===== src/rtl/rf_read_port_scheduler_if.sv =====
// Request, RF read-port and operand-return signals of rf_read_port_scheduler.
// The scheduler connects through the slave modport.
interface rf_read_port_scheduler_if #(
    parameter int NUM_REQ   = 6,
    parameter int NUM_PORTS = 2,
    parameter int PREG_W    = 6,
    parameter int DATA_W    = 32
);
    logic                                i_flush;
    logic [NUM_REQ-1:0]                  i_req_valid;
    logic [NUM_REQ-1:0][PREG_W-1:0]      i_req_preg;
    logic [NUM_PORTS-1:0]                o_rf_ren;
    logic [NUM_PORTS-1:0][PREG_W-1:0]    o_rf_raddr;
    logic [NUM_PORTS-1:0][DATA_W-1:0]    i_rf_rdata;
    logic [NUM_REQ-1:0]                  o_data_valid;
    logic [NUM_REQ-1:0][DATA_W-1:0]      o_data;
    logic                                o_busy;

    modport slave (
        input  i_flush, i_req_valid, i_req_preg, i_rf_rdata,
        output o_rf_ren, o_rf_raddr, o_data_valid, o_data, o_busy
    );

    modport master (
        output i_flush, i_req_valid, i_req_preg, i_rf_rdata,
        input  o_rf_ren, o_rf_raddr, o_data_valid, o_data, o_busy
    );
endinterface


===== src/rtl/rf_read_port_scheduler.sv =====
// Round-robin scheduler of operand reads onto the RF read ports, coalescing
// same-register requests and returning data two cycles after the request.
module rf_read_port_scheduler #(
    parameter int NUM_REQ   = 6,
    parameter int NUM_PORTS = 2,
    parameter int PREG_W    = 6,
    parameter int DATA_W    = 32
) (
    input logic                     clk,
    input logic                     reset,
    rf_read_port_scheduler_if.slave bus
);
    localparam int PTR_W  = (NUM_REQ > 1) ? $clog2(NUM_REQ) : 1;
    localparam int PORT_W = (NUM_PORTS > 1) ? $clog2(NUM_PORTS) : 1;

    // Per-requester owner entry: zero marks an x0 read that never used a port.
    typedef struct packed {
        logic              valid;
        logic              zero;
        logic [PORT_W-1:0] port;
    } slot_t;

    slot_t [NUM_REQ-1:0]              s1_q, s1_d, s2_q;
    logic  [PTR_W-1:0]                rr_ptr_q, rr_ptr_d;
    logic  [NUM_PORTS-1:0]            ren_q, ren_d;
    logic  [NUM_PORTS-1:0][PREG_W-1:0] raddr_q, raddr_d;
    logic  [NUM_REQ-1:0]              eligible;
    logic  [PTR_W-1:0]                scan_idx;
    logic  [PREG_W-1:0]               scan_preg;
    logic                             matched;
    logic                             placed;
    logic                             busy;

    always_comb begin
        for (int i = 0; i < NUM_REQ; i++) begin
            eligible[i] = bus.i_req_valid[i] & ~s1_q[i].valid & ~s2_q[i].valid;
        end
    end

    always_comb begin
        // NOTE: every variable written here gets a default first, so no path infers a latch.
        s1_d      = '0;
        ren_d     = '0;
        raddr_d   = raddr_q;
        rr_ptr_d  = rr_ptr_q;
        scan_idx  = '0;
        scan_preg = '0;
        matched   = 1'b0;
        placed    = 1'b0;
        for (int k = 0; k < NUM_REQ; k++) begin
            scan_idx  = PTR_W'((int'(rr_ptr_q) + k) % NUM_REQ);
            scan_preg = bus.i_req_preg[scan_idx];
            if (eligible[scan_idx]) begin
                if (scan_preg == '0) begin
                    s1_d[scan_idx].valid = 1'b1;
                    s1_d[scan_idx].zero  = 1'b1;
                end else begin
                    matched = 1'b0;
                    placed  = 1'b0;
                    for (int p = 0; p < NUM_PORTS; p++) begin
                        if (!matched && ren_d[p] && raddr_d[p] == scan_preg) begin
                            matched              = 1'b1;
                            s1_d[scan_idx].valid = 1'b1;
                            s1_d[scan_idx].port  = PORT_W'(p);
                        end
                    end
                    // Ports fill in order, so the first idle one is the next free port.
                    for (int p = 0; p < NUM_PORTS; p++) begin
                        if (!matched && !placed && !ren_d[p]) begin
                            placed               = 1'b1;
                            ren_d[p]             = 1'b1;
                            raddr_d[p]           = scan_preg;
                            s1_d[scan_idx].valid = 1'b1;
                            s1_d[scan_idx].port  = PORT_W'(p);
                            rr_ptr_d = (int'(scan_idx) == NUM_REQ - 1) ? '0 : scan_idx + 1'b1;
                        end
                    end
                end
            end
        end
    end

    always_ff @(posedge clk) begin
        // NOTE: non-blocking so s2_q captures the pre-edge s1_q, forming a true two-stage pipe.
        if (reset) begin
            s1_q     <= '0;
            s2_q     <= '0;
            ren_q    <= '0;
            raddr_q  <= '0;
            rr_ptr_q <= '0;
        end else if (bus.i_flush) begin
            s1_q  <= '0;
            s2_q  <= '0;
            ren_q <= '0;
        end else begin
            s1_q     <= s1_d;
            s2_q     <= s1_q;
            ren_q    <= ren_d;
            raddr_q  <= raddr_d;
            rr_ptr_q <= rr_ptr_d;
        end
    end

    // Data is steered from the registered owner map onto the RF data returning this cycle.
    always_comb begin
        busy = 1'b0;
        for (int i = 0; i < NUM_REQ; i++) begin
            busy                 = busy | s1_q[i].valid | s2_q[i].valid;
            bus.o_data_valid[i]  = s2_q[i].valid;
            bus.o_data[i]        = (s2_q[i].valid && !s2_q[i].zero) ?
                                   bus.i_rf_rdata[s2_q[i].port] : '0;
        end
    end

    assign bus.o_rf_ren   = ren_q;
    assign bus.o_rf_raddr = raddr_q;
    assign bus.o_busy     = busy;

endmodule


===== src/flat_wrapper.sv =====
// flat-port wrapper written by rule: the top's interface ports become plain ports
module rf_read_port_scheduler_flat 
#(
    parameter int NUM_REQ   = 6,
    parameter int NUM_PORTS = 2,
    parameter int PREG_W    = 6,
    parameter int DATA_W    = 32
)
  (clk, reset, bus_i_flush, bus_i_req_valid, bus_i_req_preg, bus_i_rf_rdata, bus_o_rf_ren, bus_o_rf_raddr, bus_o_data_valid, bus_o_data, bus_o_busy);
  rf_read_port_scheduler_if #(.NUM_REQ(NUM_REQ), .NUM_PORTS(NUM_PORTS), .PREG_W(PREG_W), .DATA_W(DATA_W)) bus_i ();
  input logic clk;
  input logic reset;
  input wire logic [$bits(bus_i.i_flush)-1:0] bus_i_flush;
  input wire logic [$bits(bus_i.i_req_valid)-1:0] bus_i_req_valid;
  input wire logic [$bits(bus_i.i_req_preg)-1:0] bus_i_req_preg;
  input wire logic [$bits(bus_i.i_rf_rdata)-1:0] bus_i_rf_rdata;
  output wire logic [$bits(bus_i.o_rf_ren)-1:0] bus_o_rf_ren;
  output wire logic [$bits(bus_i.o_rf_raddr)-1:0] bus_o_rf_raddr;
  output wire logic [$bits(bus_i.o_data_valid)-1:0] bus_o_data_valid;
  output wire logic [$bits(bus_i.o_data)-1:0] bus_o_data;
  output wire logic [$bits(bus_i.o_busy)-1:0] bus_o_busy;
  assign bus_i.i_flush = bus_i_flush;
  assign bus_i.i_req_valid = bus_i_req_valid;
  assign bus_i.i_req_preg = bus_i_req_preg;
  assign bus_i.i_rf_rdata = bus_i_rf_rdata;
  assign bus_o_rf_ren = bus_i.o_rf_ren;
  assign bus_o_rf_raddr = bus_i.o_rf_raddr;
  assign bus_o_data_valid = bus_i.o_data_valid;
  assign bus_o_data = bus_i.o_data;
  assign bus_o_busy = bus_i.o_busy;
  rf_read_port_scheduler #(.NUM_REQ(NUM_REQ), .NUM_PORTS(NUM_PORTS), .PREG_W(PREG_W), .DATA_W(DATA_W)) u_core (.clk(clk), .reset(reset), .bus(bus_i));
endmodule

===== config.mk =====
export PLATFORM = sky130hd
export DESIGN_NAME = rf_read_port_scheduler_flat
export DESIGN_NICKNAME = d
export VERILOG_FILES = /design/src/rtl/rf_read_port_scheduler_if.sv /design/src/rtl/rf_read_port_scheduler.sv /design/src/flat_wrapper.sv
export SDC_FILE = /design/constraint.sdc
export NUM_CORES = 1
export LEC_CHECK = 0
export CORE_UTILIZATION = 30
export CTS_CLUSTER_SIZE = 25
export DETAILED_ROUTE_END_ITERATION = 8
export PLACE_DENSITY_LB_ADDON = 0.05
export SYNTH_ARGS = -nofsm -noshare
export SYNTH_HDL_FRONTEND = slang
export SYNTH_SLANG_ARGS = --single-unit

===== constraint.sdc =====
create_clock -name clk -period 8.81 [get_ports clk]
set_input_delay 1.762 -clock clk [delete_from_list [all_inputs] [get_ports clk]]
set_output_delay 1.762 -clock clk [all_outputs]
set_load 0.02 [all_outputs]

Word-level counts from Yosys, hierarchy flattened
Index checks and enable logic that the tools add are counted.

Bits in registers: 53. Input port bits: 109. Output and inout port bits: 213. Word-level logic and storage cells: 519.

Add/subtract/negate cells: 11. Divide/modulo/power cells: 6. Magnitude comparators: 18. Eq/ne operators: 16. Muxes and demuxes: 313. Bitwise logic cells: 35. Reductions and logical operators: 80.

Operator list (count): $mux W18 (65); $bwmux W18 (49); $mux W32 (18); $demux W3 S3 (18); $mod A32 B4 Y32 const B (5); $mux W12 (12); $bmux W6 S3 (6); $mux W3 (34); $mux W6 (17); $mux W1 (70); $eq A6 B6 Y1 (10); $logic_and A1 B1 Y1 (42); $logic_not A6 Y1 (6); $mux W2 (18); $mod A4 B4 Y32 const B (1); $logic_not A1 Y1 (31); $lt A3 B4 Y1 const B (6); $add A3 B1 Y3 const B (6); $bmux W1 S3 (6); $eq A3 B3 Y1 const B (6); $ge A3 B1 Y1 const B (6); $and A1 B1 Y1 (12); $lt A1 B2 Y1 const B (6); $not A1 Y1 (12); other kinds (5) (17).

Depth between registers and ports, before layout
Word-level depth: 119. Depth in mapped cells: 33. Gate-level depth less buffers: 25.

Worst setup path before layout
OpenSTA, ideal clock, no wires.

Path kind: input-to-reg. From: in bus_i_req_valid[2]. To: reg u_core.ren_q[1], in the netlist u_core.bus.o_rf_ren[1]. Library setup time: 67 ps. Arrival: 6547 ps. Required time: 8743 ps. Slack: 2196 ps. Cell stages on the path: 20. Buffers on the path: 1. Cells stage by stage: or3b_2 > mux2i_1 > nor2_1 > or2_1 > buf_2 > a221o_1 > mux2i_1 > xor2_1 > o41a_2 > o21ai_4 > mux2_4 > xnor2_1 > nor4_4 > nor2_1 > or4_1 > nand4_1 > a211oi_2 > nor2b_1 > or3_1 > o21ai_2.

Longest elaborated chain between the ends: 91. Elaborated cells on any way between the ends: 161. Classes of those cells: 10 x eq/ne; 94 x mux; 2 x bitwise; 55 x reduce/logical.

Ends and longest elaborated chain: start, declared (RTL line flat_wrapper.sv:14) `input wire logic [$bits(bus_i.i_req_valid)-1:0] bus_i_req_valid;`; $and A1 B1 Y1 (*) (2 in series) (RTL line rf_read_port_scheduler.sv:36) `eligible[i] = bus.i_req_valid[i] & ~s1_q[i].valid & ~s2_q[i].valid;`; $bmux W1 S3 (RTL line rf_read_port_scheduler.sv:53) `if (eligible[scan_idx]) begin`; $mux W1 (implied by the code) (RTL line rf_read_port_scheduler.sv:53); $mux W12 (RTL line rf_read_port_scheduler.sv:53); $eq A6 B6 Y1 (RTL line rf_read_port_scheduler.sv:61) `if (!matched && ren_d[p] && raddr_d[p] == scan_preg) begin`; $logic_and A1 B1 Y1 (RTL line rf_read_port_scheduler.sv:61); $mux W1 (RTL line rf_read_port_scheduler.sv:61); $mux W1 (RTL line rf_read_port_scheduler.sv:54) `if (scan_preg == '0) begin`; (+73 left out); $mux W1 (RTL line rf_read_port_scheduler.sv:69) `if (!matched && !placed && !ren_d[p]) begin`; $mux W1 (RTL line rf_read_port_scheduler.sv:54); $mux W1 (RTL line rf_read_port_scheduler.sv:53); $logic_not A1 Y1 (RTL line rf_read_port_scheduler.sv:69); $logic_and A1 B1 Y1 (2 in series) (RTL line rf_read_port_scheduler.sv:69); $mux W1 (RTL line rf_read_port_scheduler.sv:69); $mux W2 (RTL line rf_read_port_scheduler.sv:54); $mux W2 (*) (RTL line rf_read_port_scheduler.sv:53); end signal, assigned (RTL line rf_read_port_scheduler.sv:98) `ren_q <= ren_d;`; end, declared (RTL line rf_read_port_scheduler.sv:25) `logic [NUM_PORTS-1:0] ren_q, ren_d;`.

Every way passes the cells marked *; elsewhere a longest branch is shown, timed or not. The select of a mux whose other input is x is not followed. A chain may end at the register's enable or synchronous reset.

Worst setup path in the final report
From: reg u_core.rr_ptr_q[1]. To: reg u_core.s1_q[8] (netlist name).

Longest elaborated chain between the ends: 113. Elaborated cells on any way between the ends: 344. Classes of those cells: 5 x add/sub; 6 x div; 12 x order compare; 10 x eq/ne; 244 x mux; 67 x reduce/logical.

Ends and longest elaborated chain: start, declared (RTL line rf_read_port_scheduler.sv:24) `logic [PTR_W-1:0] rr_ptr_q, rr_ptr_d;`; start signal, assigned (RTL line rf_read_port_scheduler.sv:100) `rr_ptr_q <= rr_ptr_d;`; branches (longest 112 deep; another with $mod A32 B4 Y32); $mux W18 (*) (RTL line rf_read_port_scheduler.sv:53); end signal, assigned (RTL line rf_read_port_scheduler.sv:86) `s1_q <= '0;`; end signal, assigned (RTL line rf_read_port_scheduler.sv:92) `s1_q <= '0;`; end signal, assigned (RTL line rf_read_port_scheduler.sv:96) `s1_q <= s1_d;`; end, declared (RTL line rf_read_port_scheduler.sv:23) `slot_t [NUM_REQ-1:0] s1_q, s1_d, s2_q;`.

Every way passes the cells marked *. The select of a mux whose other input is x is not followed.

==> metrics.txt <==
run status=complete, no violations; # DRC=0; Mapped Area=11,400 sq um; Max H-tree Level=2; Critical Path Max Stage Delay=810 ps; site row count=71; cells after synthesis=1,639; Simple-Gate Fraction of Synth Area=27.9%; design area=15,400 sq um; GRT overflow=0; root buf cell=clkbuf_16; mux share of post-synthesis cell area=about 24%; Unique masters post-synth=112; PortBufs=between 300 and 400; # resized after CTS=0; Max Fanout on Critical Path=11; drt via density=5.85; most frequent CP cell=o21ai_1; most frequent cells in the layout=clkdlybuf4s50_1, nor2_1, mux2i_1, a21oi_1, nand2_1; via count=14,147; largest net degree at the start of global routing=63; main combinational cell family by area after synthesis=simple AND/OR/NAND/NOR gates; CP Data Required Time=between 8000 and 9000 ps; wire length of the first global-routing pass=88,900 um; EDFF count, synth=0; CP max stage cell=a22oi_1; CTS Buf Count=5; crit path buf inv count=1; leading register cell type out of synthesis=dfxtp_1; WL/cell=24.9 um; final hold violations=0; routability congestion estimate=~0.96; Slew Viols, Final=0; clk_lat worst skew=between 300 and 400 ps; Starting Density=30.4%; Layout area overhead=34.7%; Routed Antenna Nets=0; Fillers=4,039; Peak Freq=0.123 GHz; post-synthesis compound-gate area fraction=between 20% and 30%; YS warnings=0; Mapped Nets=1,762; Synth Area in Adders=2.06%; unrepaired setup endpoints after global routing=false; Iteration-0 DRC Markers=1,191; Worst path top cell family by delay=compound AO/OA/AOI/OAI gates; synthesized area per cell=6.98 sq um; critical path type=register to register; crit path launch=u_core.rr_ptr_q[1]$_SDFFE_PP0N_; Worst Skew=24.2 ps; final setup fails=0; min Tclk post-route=8140 ps; Max Cap Viol=0; share of layout cells above drive strength 1=9.43%; layout net count=2,030; share of flip-flops with an asynchronous set or reset=0%; worst r2r src=u_core.rr_ptr_q[1]$_SDFFE_PP0N_; Rel. slew slack=26.4%; Post-Synth XOR/XNOR Area=4.67%; die area=between 30,000 and 40,000 sq um; Detail Placement HPWL=between 40,000 and 50,000 um; buffer count from post-CTS setup fixing=0; CP startpoint kind=register; Hold Path Origin=u_core.s1_q[1]$_SDFF_PP0_; register area share after synthesis=9.27%; GRT Total Usage=30.0%; placed inst area=15,300 sq um; CP Cell Sequence=ha_1 > nand2_1 > inv_2 > ha_1 > nand2b_1 > o21ai_1 > o221ai_1 > a22oi_1 > nor2_1 > a21oi_1 > a311o_1 > o21ai_1 > o41ai_2 > a21oi_2 > o211ai_1 > nand4_1 > nor4_4 > o21ai_1 > and3_1 > o32ai_1 > a211oi_2 > a22oi_1 > o21a_1 > nor2_1; Core Footprint=37,600 sq um; CP arrival=between 8000 and 9000 ps; Routed Wire Length=60,300 um; CTS Hold Bufs=0; crit end category=register; die width=~200 um; vias in the first global route=13,452; Num Clock Sinks=53; TritonCTS clock tree=yes; initial antenna violation count=1; TritonRoute pass-1 iters=5; Clock Path Buffers=2; Die Span Y=197 um; CTS clk-pin slew, worst paths=~100 ps; fin crit share=approximately 92%; # IOs=between 300 and 400; most common cell after layout, fill and taps aside=clkdlybuf4s50_1; worst hold-check path type=register to register; post-synthesis register bit count=53; Worst Tran Pin Value=roughly 1100 ps; final setup TNS=0 ps
## cell type report
| cell class | instances | area (sq um) | area share, % |
|---|---|---|---|
| Timing Repair Buffer | 389 | 3720 | 24.2 |
| Sequential cell | 53 | 1070 | 6.96 |
| Clock inverter | 3 | 28.8 | 0.187 |
| Tap cell | 511 | 639 | 4.15 |
| Antenna cell | 1 | 2.50 | 0.0162 |
| Clock buffer | 5 | 125 | 0.812 |
| Inverter | 33 | 129 | 0.836 |
| Multi-Input combinational cell | 1425 | 9690 | 62.9 |
## final timing paths
kind | cells after the start | slack [ps] | end
min reg2reg | 1 | 410 | u_core.s2_q[1]$_SDFF_PP0_
max reg2reg | 24 | 670 | u_core.s1_q[8]$_SDFF_PP0_
max | 24 | 670 | u_core.s1_q[8]$_SDFF_PP0_
min | 1 | 410 | u_core.s2_q[1]$_SDFF_PP0_
## registers in the layout (all words and copies together), names as in the netlist
name,cells
u_core.s1_q,18
u_core.bus.o_rf_raddr,12
u_core.rr_ptr_q,3
u_core.s2_q,12
u_core.bus.o_rf_ren,2
u_core.bus.o_data_valid,6
## cell usage after synthesis (23+ instances only)
master	instances	area (sq um)
nor2_1	313	1170
mux2i_1	236	2360
a21oi_1	115	576
nand2_1	111	417
clkbuf_1	65	244
dfxtp_1	53	1060
nand3_1	49	245
nor3_1	39	195
xnor2_1	39	342
o21ai_0	37	185
and2_1	29	181
inv_1	28	105
buf_1	27	101
or3_1	27	169
mux2_2	25	282
a221oi_1	23	201
## through the flow
stage,setup slack (ps),hold slack (ps),util (%),std cells
4_1_cts,871,421,41.0,2419
6_report,674,410,41.0,2420
2_1_floorplan,2200,406,-,1639
5_1_grt,215,427,41.0,2420
3_5_place_dp,780,415,40.6,2411
3_3_place_gp,764,409,40.6,2411
## logic make-up (layout without fill, tap and decap cells)
group,count (synthesis),in the layout
compound gates,404,404
xor+xnor,55,55
fa+ha+maj,20,20
buf+inv,161,430
flops,53,53
mux,269,269
other cells,0,1
simple gates,677,677
## metal layers
metal / share of wire, % / global-route usage, % / wire, um / up-vias
met4: 4.8 / 14.0 / 2870 / 0
met3: 6.5 / 3.72 / 3910 / 132
met1: 41 / 36.5 / 24600 / 6779
li1: - / - / - / 6571
met2: 48 / 52.1 / 28900 / 665
met5: 0 / 0 / 0 / -
Power is left out: the tool's default activity adds up to more than one toggle a clock period on the data nets, which glitch-free logic cannot reach.
